$ cat config.mk
export PLATFORM = sky130hd
export DESIGN_NAME = load_align_stage
export DESIGN_NICKNAME = d
export VERILOG_FILES = /design/src/rtl/load_align_stage_pkg.sv /design/src/rtl/load_align_stage_load_extend.sv /design/src/rtl/load_align_stage.sv
export SDC_FILE = /design/constraint.sdc
export NUM_CORES = 1
export LEC_CHECK = 0
export CELL_PAD_IN_SITES_DETAIL_PLACEMENT = 1
export CELL_PAD_IN_SITES_GLOBAL_PLACEMENT = 2
export CORE_MARGIN = 2
export CORE_UTILIZATION = 44
export CTS_CLUSTER_DIAMETER = 120
export DETAILED_ROUTE_END_ITERATION = 6
export DONT_BUFFER_PORTS = 1
export GPL_TIMING_DRIVEN = 0
export PLACE_DENSITY = 0.92
export RECOVER_POWER = 100
export SLEW_MARGIN = 10
export SYNTH_ARGS = -nofsm -noshare
export SYNTH_HDL_FRONTEND = slang
export SYNTH_SLANG_ARGS = --single-unit
export TNS_END_PERCENT = 10
$ cat constraint.sdc
create_clock -name clock -period 2.44 [get_ports clock]
set_input_delay 0.244 -clock clock [delete_from_list [all_inputs] [get_ports clock]]
set_output_delay 0.244 -clock clock [all_outputs]
set_load 0.005 [all_outputs]
$ cat src/rtl/load_align_stage_pkg.sv
`default_nettype none
// +----------------------------------------------------------------------------+
// | load_align_stage_pkg : word/byte types, load funct3 codes, load metadata   |
// | Revision: 1.0                                                              |
// +----------------------------------------------------------------------------+
package load_align_stage_pkg;

  localparam int c_WORD_BITS       = 32;
  localparam int c_BYTE_BITS       = 8;
  localparam int c_HALF_BITS       = 16;
  localparam int c_RD_BITS_DEFAULT = 5;

  typedef logic [c_WORD_BITS-1:0] word_t;
  typedef logic [c_HALF_BITS-1:0] half_t;
  typedef logic [c_BYTE_BITS-1:0] byte_t;

  localparam logic [2:0] c_F3_LB  = 3'b000;
  localparam logic [2:0] c_F3_LH  = 3'b001;
  localparam logic [2:0] c_F3_LW  = 3'b010;
  localparam logic [2:0] c_F3_LBU = 3'b100;
  localparam logic [2:0] c_F3_LHU = 3'b101;

  typedef struct packed {
    logic                         valid;
    logic [2:0]                   funct3;
    logic [1:0]                   addr_low;
    logic [c_RD_BITS_DEFAULT-1:0] rd;
  } load_meta_t;

endpackage

`default_nettype wire

$ cat src/rtl/load_align_stage_load_extend.sv
`default_nettype none
// +----------------------------------------------------------------------------+
// | load_extend : combinational byte/half/word select with sign/zero extension |
// | Optional trap on misaligned LH/LHU/LW: LOAD_MISALIGN_TRAP_EN. Revision 1.0 |
// +----------------------------------------------------------------------------+
module load_extend
  import load_align_stage_pkg::*;
(
  input  word_t      word_i,
  input  logic [2:0] funct3_i,
  input  logic [1:0] addr_low_i,
  output word_t      value_o,
  output logic       misaligned_o
);

  byte_t w_byte;
  half_t w_half;
  logic  w_mis;

  always_comb begin
    w_byte = word_i[7:0];
    case (addr_low_i)
      2'd0: w_byte = word_i[7:0];
      2'd1: w_byte = word_i[15:8];
      2'd2: w_byte = word_i[23:16];
      2'd3: w_byte = word_i[31:24];
      default: w_byte = word_i[7:0];
    endcase
    // Without the trap, a halfword ignores addr_low[0].
    w_half = addr_low_i[1] ? word_i[31:16] : word_i[15:0];
  end

  always_comb begin
    w_mis = 1'b0;
`ifdef LOAD_MISALIGN_TRAP_EN
    case (funct3_i)
      c_F3_LH, c_F3_LHU: w_mis = addr_low_i[0];
      c_F3_LW:           w_mis = |addr_low_i;
      default:           w_mis = 1'b0;
    endcase
`endif
    value_o = '0;
    if (!w_mis) begin
      case (funct3_i)
        c_F3_LB:  value_o = {{(c_WORD_BITS-c_BYTE_BITS){w_byte[7]}}, w_byte};
        c_F3_LH:  value_o = {{(c_WORD_BITS-c_HALF_BITS){w_half[15]}}, w_half};
        c_F3_LW:  value_o = word_i;
        c_F3_LBU: value_o = {{(c_WORD_BITS-c_BYTE_BITS){1'b0}}, w_byte};
        c_F3_LHU: value_o = {{(c_WORD_BITS-c_HALF_BITS){1'b0}}, w_half};
        default:  value_o = '0;
      endcase
    end
    misaligned_o = w_mis;
  end

endmodule

`default_nettype wire

$ cat src/rtl/load_align_stage.sv
`default_nettype none
// +----------------------------------------------------------------------------+
// | load_align_stage : aligns load metadata with data-memory read data, holds  |
// | the word across stalls, registers the extended writeback result.          |
// | Optional misaligned trap: LOAD_MISALIGN_TRAP_EN. Revision 1.0              |
// +----------------------------------------------------------------------------+
module load_align_stage
  import load_align_stage_pkg::*;
#(
  parameter int MEM_LATENCY = 2,
  parameter int RD_BITS     = c_RD_BITS_DEFAULT
) (
  input  logic               clock,
  input  logic               reset_n,
  input  logic               stall,
  input  logic               flush,
  input  logic               in_load,
  input  logic [2:0]         in_funct3,
  input  logic [1:0]         in_addr_low,
  input  logic [RD_BITS-1:0] in_rd,
  input  word_t              mem_read_value,
  output logic               out_valid,
  output logic [RD_BITS-1:0] out_rd,
  output word_t              out_value,
  output logic               out_misaligned
);

  load_meta_t         pipe_q [MEM_LATENCY];
  load_meta_t         pipe_d [MEM_LATENCY];
  logic               hold_valid_q, hold_valid_d;
  word_t              hold_data_q, hold_data_d;
  logic               out_valid_q, out_valid_d;
  logic [RD_BITS-1:0] out_rd_q, out_rd_d;
  word_t              out_value_q, out_value_d;
  logic               out_mis_q, out_mis_d;

  load_meta_t w_tail;
  word_t      w_src_word;
  word_t      w_ext_value;
  logic       w_ext_mis;

  // The last metadata stage lines up with the word memory returns this cycle.
  assign w_tail     = pipe_q[MEM_LATENCY-1];
  assign w_src_word = hold_valid_q ? hold_data_q : mem_read_value;

  load_extend u_load_extend (
    .word_i       (w_src_word),
    .funct3_i     (w_tail.funct3),
    .addr_low_i   (w_tail.addr_low),
    .value_o      (w_ext_value),
    .misaligned_o (w_ext_mis)
  );

  always_comb begin
    pipe_d       = pipe_q;
    hold_valid_d = hold_valid_q;
    hold_data_d  = hold_data_q;
    out_valid_d  = out_valid_q;
    out_rd_d     = out_rd_q;
    out_value_d  = out_value_q;
    out_mis_d    = out_mis_q;

    if (flush) begin
      for (int i = 0; i < MEM_LATENCY; i++) begin
        pipe_d[i].valid = 1'b0;
      end
      hold_valid_d = 1'b0;
      out_valid_d  = 1'b0;
    end else if (!stall) begin
      pipe_d[0].valid    = in_load;
      pipe_d[0].funct3   = in_funct3;
      pipe_d[0].addr_low = in_addr_low;
      pipe_d[0].rd       = in_rd;
      for (int i = 1; i < MEM_LATENCY; i++) begin
        pipe_d[i] = pipe_q[i-1];
      end
      hold_valid_d = 1'b0;
      out_valid_d  = w_tail.valid;
      if (w_tail.valid) begin
        out_rd_d    = w_tail.rd;
        out_value_d = w_ext_value;
        out_mis_d   = w_ext_mis;
      end
    end else if (w_tail.valid && !hold_valid_q) begin
      // Memory has no enable, so its output drifts while we are held.
      hold_valid_d = 1'b1;
      hold_data_d  = mem_read_value;
    end
  end

  always_ff @(posedge clock or negedge reset_n) begin
    if (!reset_n) begin
      for (int i = 0; i < MEM_LATENCY; i++) begin
        pipe_q[i] <= '0;
      end
      hold_valid_q <= 1'b0;
      hold_data_q  <= '0;
      out_valid_q  <= 1'b0;
      out_rd_q     <= '0;
      out_value_q  <= '0;
      out_mis_q    <= 1'b0;
    end else begin
      pipe_q       <= pipe_d;
      hold_valid_q <= hold_valid_d;
      hold_data_q  <= hold_data_d;
      out_valid_q  <= out_valid_d;
      out_rd_q     <= out_rd_d;
      out_value_q  <= out_value_d;
      out_mis_q    <= out_mis_d;
    end
  end

  assign out_valid      = out_valid_q;
  assign out_rd         = out_rd_q;
  assign out_value      = out_value_q;
  assign out_misaligned = out_mis_q;

endmodule

`default_nettype wire

Word-level counts from Yosys, hierarchy flattened

Index checks and enable logic that the tools add are counted.

Bits in registers: 93
Bits in latches: 0
Bits in writable memories: 0
ROM bits: 0
Input bits: 47
Output and inout bits: 39
Logic and storage cells: 43
Memories kept: 0

$add $sub $neg: 0
Multiply operators: 0
Divide/modulo/power cells: 0
Order comparisons: 0
Equal/unequal tests: 9
Shifts and indexed selects: 0
Muxes and demuxes: 12
Bitwise gates (word level): 2
Reduce and logical (&&, ||, !) cells: 7

Operator list:

| operator                                                                 | number |
|---|---|
| 32-bit one-hot mux with 5 select lines                                   | 1 |
| 32-bit 2-to-1 mux                                                        | 1 |
| 8-bit one-hot mux with 4 select lines                                    | 1 |
| 22-bit 2-to-1 mux                                                        | 1 |
| 16-bit 2-to-1 mux                                                        | 1 |
| 1-bit 2-to-1 mux                                                         | 7 |
| 3-bit equality test (second input constant)                              | 2 |
| 3-bit AND reduction                                                      | 2 |
| 2-bit equality test (second input constant)                              | 2 |
| 3-bit by 1-bit equality test with 1-bit output (second input constant)   | 1 |
| 3-bit by 2-bit equality test with 1-bit output (second input constant)   | 1 |
| 3-bit zero test                                                          | 1 |
| 3-bit by 1-bit inequality test with 1-bit output (second input constant) | 1 |
| 2-bit by 1-bit equality test with 1-bit output (second input constant)   | 1 |
| 2-bit zero test                                                          | 1 |
| 2-bit by 1-bit inequality test with 1-bit output (second input constant) | 1 |
| 1-bit inverter                                                           | 2 |
| 2-bit AND reduction                                                      | 1 |
| 1-bit logical AND                                                        | 1 |
| 1-bit zero test                                                          | 1 |

Depth between registers and ports, before layout

Gate-level depths: netlist (run 1).

Depth in word-level cells: 5
Depth in mapped cells: 8
Gate-level depth less buffers: 4

Modules after synthesis

Synthesis (run 1) repeated with hierarchy kept, for this count alone.

Cell total of the unflattened synthesis: 367
Area total of the unflattened synthesis: 5007.3 um^2

By module, submodules not included:

| module           | instances | cells an instance | area an instance (um^2) | sequential area each (um^2) |
|---|---|---|---|---|
| load_align_stage | 1         | 242               | 4060.1                  | 2352.3 |
| load_extend      | 1         | 125               | 947.2                   | 0.0 |

Worst setup path before layout (run 1)

Ideal clock, no wire load.

Kind: reg-to-reg
From: register hold_valid_q
To: register out_value_q[18], in the netlist out_value[18]
Library setup time: 0.126 ns
Arrival: 1.792 ns
Data required time: 2.314 ns
Path slack: 0.522 ns
Stages on the path, launching flop included: 7
Buffers on the path: 3
Period minus slack after synthesis: 1.918 ns
Path through: dfrtp_1 buf_4 buf_2 buf_2 mux2_2 a221oi_1 nand2_1

Longest elaborated chain between the ends: 3
Elaborated cells between the ends (all ways): 4
Classes of those cells: mux: 4

Ends and longest elaborated chain:

| element                                                                    | line                                                                   | source |
|---|---|---|
| from (decl)                                                                | load_align_stage.sv:30                                                 | `logic hold_valid_q, hold_valid_d;` |
| from (signal assigned)                                                     | load_align_stage.sv:104                                                | `hold_valid_q <= hold_valid_d;` |
| 32-bit 2-to-1 mux (*)                                                      | load_align_stage.sv:44                                                 | `assign w_src_word = hold_valid_q ? hold_data_q : mem_read_value;` |
| 8-bit one-hot mux with 4 select lines or 16-bit 2-to-1 mux (tied branches) | load_align_stage_load_extend.sv:22, load_align_stage_load_extend.sv:30 |  |
| 32-bit one-hot mux with 5 select lines (*)                                 | load_align_stage_load_extend.sv:44                                     | `case (funct3_i)` |
| to (signal assigned)                                                       | load_align_stage.sv:108                                                | `out_value_q <= out_value_d;` |
| to (decl)                                                                  | load_align_stage.sv:34                                                 | `word_t out_value_q, out_value_d;` |

Every way passes the cells marked *; elsewhere a longest branch is shown, timed or not.
A chain may end at the register's enable or synchronous reset.

Worst setup path after layout (run 1)

From: register pipe_q[10] in the netlist's numbering
To: register out_value_q[8], in the netlist out_value[8]

Longest elaborated chain between the ends: 1

Ends and longest elaborated chain:

| element                              | line                    | source |
|---|---|---|
| from (decl)                          | load_align_stage.sv:28  | `load_meta_t pipe_q [MEM_LATENCY];` |
| from (signal assigned)               | load_align_stage.sv:103 | `pipe_q <= pipe_d;` |
| 3-bit AND reduction (no source line) | -                       |  |

Every way passes these cells.

==> flow_metrics.env, run 1 <==
export IMPL_status="finished clean"
export IMPL_cts_reportedPaths_clkPinSlew_ns=0.10
export IMPL_clock_tree_root_cell="clkbuf_8"
export IMPL_wl_um=11900
export IMPL_wire_per_inst_um=24.2
export IMPL_crit_share_post_route_pct=92.5
export IMPL_slew_headroom_pct=16.4
export IMPL_regArea_mm2=0.00233
export IMPL_p_total_w=0.00401
export IMPL_slowest_cp_cell="dfrtp_1"
export IMPL_final_antenna_net_count=0
export IMPL_clkSinkCount=93
export IMPL_worst_slew_pin_slew_ns=1.25
export IMPL_path_max_fanout=10
export IMPL_postSynth_asyncResetShare_pct=100
export IMPL_p_per_area_mw_per_mm2=796
export IMPL_ioPinCount=86
export IMPL_hold_class="in -> reg"
export IMPL_floorplan_die_width_um=106
export IMPL_die_height_um=106
export IMPL_drive_above_1_share_pct=41.4
export IMPL_routed_via_count=2960
export IMPL_placedCellCount=463
export IMPL_power_ir_vdd_worst_mv=0.274
export IMPL_synth_warnings=0
export IMPL_synth_enable_flop_cells=0
export IMPL_drt_pre_antenna_iters=5
export IMPL_first_global_vias=3369
export IMPL_grt_max_degree=94
export IMPL_synth_ff_latch_count=93
export IMPL_cts_buffers_inserted=9
export IMPL_multiInputGateArea_mm2=0.00209
export IMPL_num_nets_final=395
export IMPL_postSynthAreaPerCell_um2=14.1
export IMPL_crit_required_ns=2.69
export IMPL_worstSetupStartpoint="pipe_q[10]"
export IMPL_timing_max_cap_violations=0
export IMPL_synthDistinctLibCells=37
export IMPL_synth_top_flop_cell="dfrtp_1"
export IMPL_die_area_mm2=0.0113
export IMPL_antennaDiodeCount=0
export IMPL_gp_congestion=0.785
export IMPL_fin_hold_ws_ns=0.0136
export IMPL_hpwlAfterDp_um=8280
export IMPL_post_layout_minimum_cycle_time_ns=2.26
export IMPL_regToRegStartpoint="pipe_q[10]"
export IMPL_skew_ns=0.0140
export IMPL_netlist_area_mm2=0.00460
export IMPL_holdCritStartpoint="mem_read_value[2]"
export IMPL_tritoncts="done"
export IMPL_timing_setup_critical_path_class="reg -> reg"
export IMPL_grt_setup_unrepaired="no"
export IMPL_core_region_area_mm2=0.0102
export IMPL_global_route_overflow=0
export IMPL_cellLeakagePower_nw=2.21
export IMPL_finish_cell_count_without_fillers=489
export IMPL_timing_critical_path_cells="or3b_1, buf_6, clkbuf_1, clkbuf_2, a222oi_1, nand2_1"
export IMPL_ctsLongestPathBuffers=2
export IMPL_crit_path_max_incr_delay_ns=0.47
export IMPL_count_of_final_setup_violators=0
export IMPL_std_cell_rows=37
export IMPL_critical_path_endpoint_type="register"
export IMPL_area_delta_synth_final_pct=9.46
export IMPL_floorplan_initialDensity_pct=45.0
export IMPL_crit_arrival_ns=2.51
export IMPL_hold_violation_count_in_the_final_report=0
export IMPL_tns_ns=0
export IMPL_post_route_cell_area_mm2=0.00504
export IMPL_critical_path_startpoint_type="register"
export IMPL_fillers=1019
export IMPL_report_final_slew_viol_count=0
export IMPL_critPathBufInv=3
export IMPL_clkLatencyLatePin_ns=0.38
export IMPL_antenna_violations_before_repair=0
export IMPL_maxClockFrequency_ghz=0.443
export IMPL_dominant_delay_contributor_by_cell_family_on_the_critical_path="buffers and inverters"
export IMPL_syn_nets=374
export IMPL_global_route_wire_length_before_repair_um=19200
export IMPL_dpl_cell_area_mm2=0.00477
export IMPL_number_of_violations_reported_at_the_end_of_detailed_routing_iteration_0=210
export IMPL_drt_drc_violations_left=0
export IMPL_synth_instances=327
export IMPL_synth_seq_area_share_pct=50.6
export IMPL_gr_usage_all_layers_pct=22.7
export IMPL_viasPerCell=6.05
export IMPL_port_buffers=0
export IMPL_cts_max_level=3
[cells in the final DEF, fill, tap and decap left out, types with 2 or more instances in the layout]
cell type and instances:
dfrtp_1 93, mux2_2 80, nand2_1 38, mux4_2 15, a222oi_1 14, clkbuf_1 10
a221oi_2 10, clkbuf_8 10, nor2_1 8, dlygate4sd3_1 7, buf_4 6, mux2i_1 6
a221oi_1 5, mux2_1 5, clkbuf_2 4, buf_2 4, buf_6 3, o21ai_0 3
clkinvlp_4 3, a21oi_1 2, or3b_2 2, clkbuf_4 2, clkinv_2 2
[power by group]
| part | internal [W] | switching (W) | leakage [nW] |
|---|---|---|---|
| registers | 0.00190 | 0.000327 | 1.20 |
| logic | 0.000427 | 0.000289 | 0.916 |
| clock network | 0.000498 | 0.000565 | 0.0943 |
| total | 0.00283 | 0.00118 | 2.21 |
[synthesized netlist by cell type (2+ instances only)]
master / count / area, um2
a221oi_1: 5 / 43.8
or3b_2: 2 / 17.5
a222oi_1: 14 / 140
o21ai_0: 3 / 15.0
mux2_2: 80 / 901
a221oi_2: 10 / 150
buf_2: 9 / 45.0
mux4_2: 15 / 338
mux2i_1: 6 / 60.1
clkbuf_1: 5 / 18.8
a21oi_1: 2 / 10.0
mux2_1: 5 / 56.3
nand2_1: 38 / 143
dfrtp_1: 93 / 2330
buf_4: 6 / 45.0
buf_6: 6 / 67.6
nor2_1: 8 / 30.0
[state kept, by name, indices dropped and copies added, names as in the netlist]
signal,flops
out_rd,5
hold_data_q,32
pipe_q,22
out_valid,1
out_value,32
hold_valid_q,1
[metal layers]
metal	vias to the layer above	track usage [%]	routed length, um
met5	-	0	0
met4	0	10.8	249
met3	19	6.99	888
met2	76	37.1	6000
met1	1578	27.2	4720
li1	1287	-	-
[cell type report]
cell class,count,share of cell area (%)
multi-input combinational,207,41.6
timing repair buffer,10,1.76
clock inverter,6,1.24
sequential,93,46.2
tap,136,3.38
clock buffer,10,2.73
buffer,26,3.03
inverter,1,0.0745
[what timing repair did]
action	4_1_cts	5_1_grt
setup buffers	0	2
hold endpoints to repair	102	0
hold buffers	8	0
resized for setup	0	1
endpoints found under the setup margin	0	11
[final timing paths]
path,cells past startpoint,to,slack [ns]
hold / removal,1,hold_data_q[2],0.01
min in group asynchronous,2,out_value[23],0.74
hold reg to reg,1,pipe_q[5],0.50
max in group asynchronous,2,pipe_q[20],0.93
setup reg to reg,6,out_value[8],0.18
setup / recovery,6,out_value[8],0.18
[per-stage QoR]
stage / utilization [%] / setup WS, ns
2_1_floorplan: - / 0.522
3_3_place_gp: 46.6 / 0.206
3_5_place_dp: 46.6 / 0.168
4_1_cts: 49.6 / 0.136
5_1_grt: 49.2 / 0.0456
6_report: 49.2 / 0.182
[logic make-up after synthesis]
family                 count (synthesis)  synth area share (%)
and+or+nand+nor                       58                  6.28
DFF                                   93                  50.6
AOI/OAI and AO/OA                     42                  9.71
buffers and inverters                 27                  3.91
muxes                                106                  29.4
other                                  1                0.0815
Note: power is estimated with default switching activity, not from simulation.
==> run 2: changes to the inputs <==
==> constraint.sdc (replaced) <==
create_clock -name clock -period 2.44 [get_ports clock]
set_input_delay 0.122 -clock clock [delete_from_list [all_inputs] [get_ports clock]]
set_output_delay 0.122 -clock clock [all_outputs]
set_load 0.005 [all_outputs]
==> flow_metrics.env, run 2 (synthesized netlist as in run 1, its figures left out) <==
export IMPL_timing_reg2reg_worst_path_depth=6
export IMPL_worst_slew_pin_slew_ns=1.25
export IMPL_floorplan_initialDensity_pct=45.0
export IMPL_critical_path_startpoint_type="register"
export IMPL_fillers=1003
export IMPL_post_layout_minimum_cycle_time_ns=2.28
export IMPL_p_per_area_mw_per_mm2=758
export IMPL_maxClockFrequency_ghz=0.438
export IMPL_wire_per_inst_um=25.2
export IMPL_drive_above_1_share_pct=37.8
export IMPL_crit_share_post_route_pct=93.6
export IMPL_grt_max_degree=94
export IMPL_std_cell_rows=37
export IMPL_clkSinkCount=93
export IMPL_core_region_area_mm2=0.0102
export IMPL_viasPerCell=6.06
export IMPL_antenna_violations_before_repair=0
export IMPL_num_nets_final=431
export IMPL_grt_setup_unrepaired="no"
export IMPL_port_buffers=0
export IMPL_cts_reportedPaths_clkPinSlew_ns=0.10
export IMPL_cts_buffers_inserted=9
export IMPL_global_route_wire_length_before_repair_um=21300
export IMPL_floorplan_die_width_um=106
export IMPL_gp_congestion=0.785
export IMPL_tritoncts="done"
export IMPL_slew_headroom_pct=16.9
export IMPL_critical_path_endpoint_type="register"
export IMPL_place_worst_setup_slack_ns=0.168
export IMPL_hold_violation_count_in_the_final_report=0
export IMPL_first_global_vias=3636
export IMPL_cellLeakagePower_nw=2.38
export IMPL_gr_usage_all_layers_pct=25.2
export IMPL_area_delta_synth_final_pct=17.9
export IMPL_ctsLongestPathBuffers=2
export IMPL_die_height_um=106
export IMPL_antennaDiodeCount=0
export IMPL_crit_path_max_incr_delay_ns=0.46
export IMPL_drt_drc_violations_left=0
export IMPL_cts_max_level=3
export IMPL_global_route_overflow=0
export IMPL_final_cell_mix="dfrtp_1, mux2_2, dlygate4sd3_1"
export IMPL_cts_setup_buffers=0
export IMPL_timing_max_cap_violations=0
export IMPL_hpwlAfterDp_um=8280
export IMPL_fin_hold_ws_ns=0.00290
export IMPL_timing_setup_critical_path_class="reg -> reg"
export IMPL_final_antenna_net_count=0
export IMPL_commonest_non_fill_non_tap_cell_in_the_layout="dfrtp_1"
export IMPL_number_of_violations_reported_at_the_end_of_detailed_routing_iteration_0=212
export IMPL_path_max_fanout=10
export IMPL_power_ir_vdd_worst_mv=0.285
export IMPL_timing_critical_path_cells="buf_4, clkbuf_4, buf_2, mux2_1, a222oi_1, nand2_1"
export IMPL_status="finished clean"
export IMPL_clkLatencyLatePin_ns=0.38
export IMPL_die_area_mm2=0.0113
export IMPL_count_of_final_setup_violators=0
export IMPL_crit_required_ns=2.70
export IMPL_routed_via_count=3181
export IMPL_report_final_slew_viol_count=0
export IMPL_min_path_cells=3
export IMPL_ioPinCount=86
export IMPL_tns_ns=0
export IMPL_hold_class="in -> reg"
export IMPL_skew_ns=0.0117
export IMPL_slowest_cp_cell="dfrtp_1"
export IMPL_timing_final_ws_setup_ns=0.155
export IMPL_wl_um=13200
export IMPL_drt_pre_antenna_iters=7
export IMPL_clock_tree_root_cell="clkbuf_8"
export IMPL_crit_arrival_ns=2.55
[run 2: routing by layer]
metal | vias up | wire length, um | GRT usage (%)
met4 | 0 | 397 | 12.7
met3 | 28 | 1040 | 6.50
li1 | 1362 | - | -
met2 | 108 | 6680 | 41.0
met5 | - | 0 | 0
met1 | 1683 | 5100 | 31.2
[run 2: metrics by stage]
| step | power, W | instance area (um2) | std cells | utilization, % |
|---|---|---|---|---|
| floorplan | 0.00272 | 4600 | 327 | - |
| detailed placement | 0.00294 | 4770 | 463 | 46.6 |
| CTS | 0.00409 | 5450 | 525 | 53.3 |
| global placement | 0.00286 | 4770 | 463 | 46.6 |
| global route | 0.00430 | 5430 | 525 | 53.1 |
| finish | 0.00411 | 5430 | 525 | 53.1 |
[run 2: path summary, 6_finish.rpt]
path	start	to	slack (ns)
min in group asynchronous	reset_n	out_value[23]	0.65
max reg2reg	hold_valid_q	out_value[5]	0.16
min	mem_read_value[1]	out_value[1]	0.003
max	hold_valid_q	out_value[5]	0.16
max in group asynchronous	reset_n	hold_data_q[13]	1.04
min reg2reg	pipe_q[16]	pipe_q[5]	0.51
[run 2: cell type report]
class	count	area, um2	area share (%)
clock buffers	10	138	2.54
well taps	136	170	3.14
repair buffers	46	458	8.44
flip-flops and latches	93	2330	42.9
plain buffers	26	170	3.14
inverters	1	3.75	0.0692
clock inverters	6	62.6	1.15
multi-input cells	207	2100	38.7
[run 2: report_power, final]
part	internal (W)	switching, W	total (W)
combinational	0.000469	0.000319	0.000788
clock	0.000498	0.000586	0.00108
sequential	0.00190	0.000339	0.00224
[run 2: critical path: cells and delay by family, from the launching register on]
kind,cells,cell delay [ns]
and+or+nand+nor,1,0.09
muxes,1,0.39
DFF,1,0.46
buffers and inverters,3,0.92
AOI/OAI and AO/OA,1,0.29
[run 2: what timing repair did]
action,CTS,global route
endpoints found under the setup margin,0,9
gates resized for setup,0,3
hold buffers,46,0
hold endpoints to repair,140,0
==> run 3: changes to the inputs <==
--- a/config.mk
+++ b/config.mk
@@ -7,7 +7,6 @@
 export LEC_CHECK = 0
 export CELL_PAD_IN_SITES_DETAIL_PLACEMENT = 1
 export CELL_PAD_IN_SITES_GLOBAL_PLACEMENT = 2
-export CORE_MARGIN = 2
 export CORE_UTILIZATION = 44
 export CTS_CLUSTER_DIAMETER = 120
 export DETAILED_ROUTE_END_ITERATION = 6
@@ -18,5 +17,6 @@
 export SLEW_MARGIN = 10
 export SYNTH_ARGS = -nofsm -noshare
 export SYNTH_HDL_FRONTEND = slang
+export SYNTH_HIERARCHICAL = 1
 export SYNTH_SLANG_ARGS = --single-unit
 export TNS_END_PERCENT = 10
==> flow_metrics.env, run 3 <==
export IMPL_num_nets_final=474
export IMPL_antennaDiodeCount=0
export IMPL_postSynthAreaPerCell_um2=13.6
export IMPL_die_area_mm2=0.0118
export IMPL_final_cell_mix="mux2_2, dfrtp_1, dlygate4sd3_1"
export IMPL_crit_share_post_route_pct=94.7
export IMPL_yosysTopAreaCell="dfrtp_1"
export IMPL_skew_ns=0.00449
export IMPL_worst_slew_pin_slew_ns=1.28
export IMPL_crit_path_max_incr_delay_ns=0.42
export IMPL_synth_instances=367
export IMPL_dominant_delay_contributor_by_cell_family_on_the_critical_path="multiplexers"
export IMPL_grt_setup_unrepaired="no"
export IMPL_count_of_final_setup_violators=0
export IMPL_drt_pre_antenna_iters=4
export IMPL_tritoncts="done"
export IMPL_wl_um=13100
export IMPL_cts_max_level=3
export IMPL_crit_required_ns=2.68
export IMPL_synth_seq_area_share_pct=47.0
export IMPL_maxClockFrequency_ghz=0.433
export IMPL_ys_top_cells_by_count="mux2_2, dfrtp_1, mux2_4"
export IMPL_slew_headroom_pct=15.0
export IMPL_floorplan_initialDensity_pct=45.6
export IMPL_timing_setup_critical_path_class="reg -> reg"
export IMPL_port_buffers=0
export IMPL_timing_critical_path_cells="buf_6, buf_6, mux2_2, mux2_4, buf_4, a22oi_1, a211oi_1, mux2_2"
export IMPL_synthDistinctLibCells=33
export IMPL_routed_via_count=3343
export IMPL_drive_above_1_share_pct=35.2
export IMPL_synth_warnings=6
export IMPL_postSynth_asyncResetShare_pct=100
export IMPL_clock_tree_root_cell="clkbuf_16"
export IMPL_critPathBufInv=3
export IMPL_hold_violation_count_in_the_final_report=0
export IMPL_synth_area_leaders="dfrtp_1, mux2_2, mux2_4, a21oi_1, a211oi_1"
export IMPL_power_ir_vdd_worst_mv=0.509
export IMPL_clkSinkCount=94
export IMPL_crit_arrival_ns=2.55
export IMPL_grt_max_degree=95
export IMPL_ctsLongestPathBuffers=2
export IMPL_path_max_fanout=10
export IMPL_syn_nets=414
export IMPL_floorplan_die_width_um=109
export IMPL_clkLatencyLatePin_ns=0.35
export IMPL_timing_max_cap_violations=0
export IMPL_regToRegStartpoint="hold_valid_q"
export IMPL_cts_buffers_inserted=9
export IMPL_regArea_mm2=0.00235
export IMPL_ioPinCount=86
export IMPL_report_final_slew_viol_count=0
export IMPL_std_cell_rows=38
export IMPL_worstSetupStartpoint="hold_valid_q"
export IMPL_p_per_area_mw_per_mm2=843
export IMPL_synth_top_flop_cell="dfrtp_1"
export IMPL_final_antenna_net_count=0
export IMPL_status="finished clean"
export IMPL_commonest_non_fill_non_tap_cell_in_the_layout="mux2_2"
export IMPL_gp_congestion=0.823
export IMPL_post_layout_minimum_cycle_time_ns=2.31
export IMPL_number_of_violations_reported_at_the_end_of_detailed_routing_iteration_0=132
export IMPL_global_route_wire_length_before_repair_um=20900
export IMPL_netlist_area_mm2=0.00501
export IMPL_antenna_violations_before_repair=0
export IMPL_fillers=1102
export IMPL_holdCritStartpoint="stall"
export IMPL_tns_ns=0
export IMPL_hold_class="in -> reg"
export IMPL_global_route_overflow=0
export IMPL_core_region_area_mm2=0.0110
export IMPL_viasPerCell=5.84
export IMPL_place_worst_setup_slack_ns=-0.0986
export IMPL_slowest_cp_cell="mux2_2"
export IMPL_critical_path_endpoint_type="register"
export IMPL_critical_path_startpoint_type="register"
export IMPL_hpwlAfterDp_um=9060
export IMPL_timing_final_ws_setup_ns=0.130
export IMPL_cts_reportedPaths_clkPinSlew_ns=0.07
export IMPL_first_global_vias=3750
export IMPL_synth_top_cell_area_share_pct=47.0
export IMPL_area_delta_synth_final_pct=15.9
export IMPL_synth_enable_flop_cells=0
export IMPL_drt_drc_violations_left=0
export IMPL_wire_per_inst_um=23.0
export IMPL_cellLeakagePower_nw=2.54
export IMPL_synth_ff_latch_count=94
export IMPL_multiInputGateArea_mm2=0.00229
export IMPL_die_height_um=109
export IMPL_synth_most_common_cell="mux2_2"
export IMPL_gr_usage_all_layers_pct=24.1
run 3: cell families after synthesis:
| logic type | after synthesis | share of synthesized area, % |
|---|---|---|
| compound gates | 82 | 11.4 |
| buf+inv | 33 | 5.47 |
| flops | 94 | 47.0 |
| mux | 143 | 34.3 |
| other cells | 1 | 0.0749 |
| simple gates | 14 | 1.72 |
run 3: report_power, final:
group	internal, W	total (W)	leakage [nW]	switching [W]
Clock	0.000715	0.00137	0.143	0.000654
Sequential	0.00191	0.00218	1.21	0.000267
Combinational	0.000679	0.00134	1.18	0.000666
Total	0.00330	0.00489	2.54	0.00159
run 3: area by class of cell:
cell class                      count  area share (%)
Buffer                             32            3.62
Clock buffer                        9            3.88
Clock inverter                      7            1.10
Inverter                            1          0.0647
Multi-Input combinational cell    240            39.5
Sequential cell                    94            40.5
Tap cell                          140            3.02
Timing Repair Buffer               49            8.28
run 3: final timing paths:
kind                            slack [ns]  depth (start not counted)         endpoint
max in group asynchronous             1.01                          2    out_value[28]
worst max-delay path                  0.13                          8    out_value[19]
worst min-delay path                  0.16                          2     hold_valid_q
worst max register to register        0.13                          8    out_value[19]
min in group asynchronous             0.65                          2  hold_data_q[15]
worst min register to register        0.49                          1  hold_data_q[30]
run 3: through the flow:
stage               std cells  power, W  cell area (um2)  hold slack, ns  utilization (%)
detailed placement        507   0.00350             5180          -0.172             47.2
global placement          507   0.00340             5180          -0.170             47.2
finish                    572   0.00489             5800           0.164             52.8
CTS                       569   0.00499             5960          0.0430             54.3
floorplan                 367   0.00315             5010          -0.174                -
global route              572   0.00517             5800           0.189             52.8
run 3: layer usage:
metal | vias to the layer above | GRT usage [%] | wire length [um]
met5 | - | 0 | 0
met4 | 0 | 7.05 | 182
met3 | 15 | 6.10 | 819
met2 | 106 | 42.7 | 6960
met1 | 1728 | 28.7 | 5170
li1 | 1494 | - | -
run 3: timing repair:
item	in CTS	in global routing
setup endpoints to repair	14	15
setup buffers	0	3
pin swaps	0	2
gates resized for setup	3	1
hold buffers	46	0
hold endpoints to repair	140	0
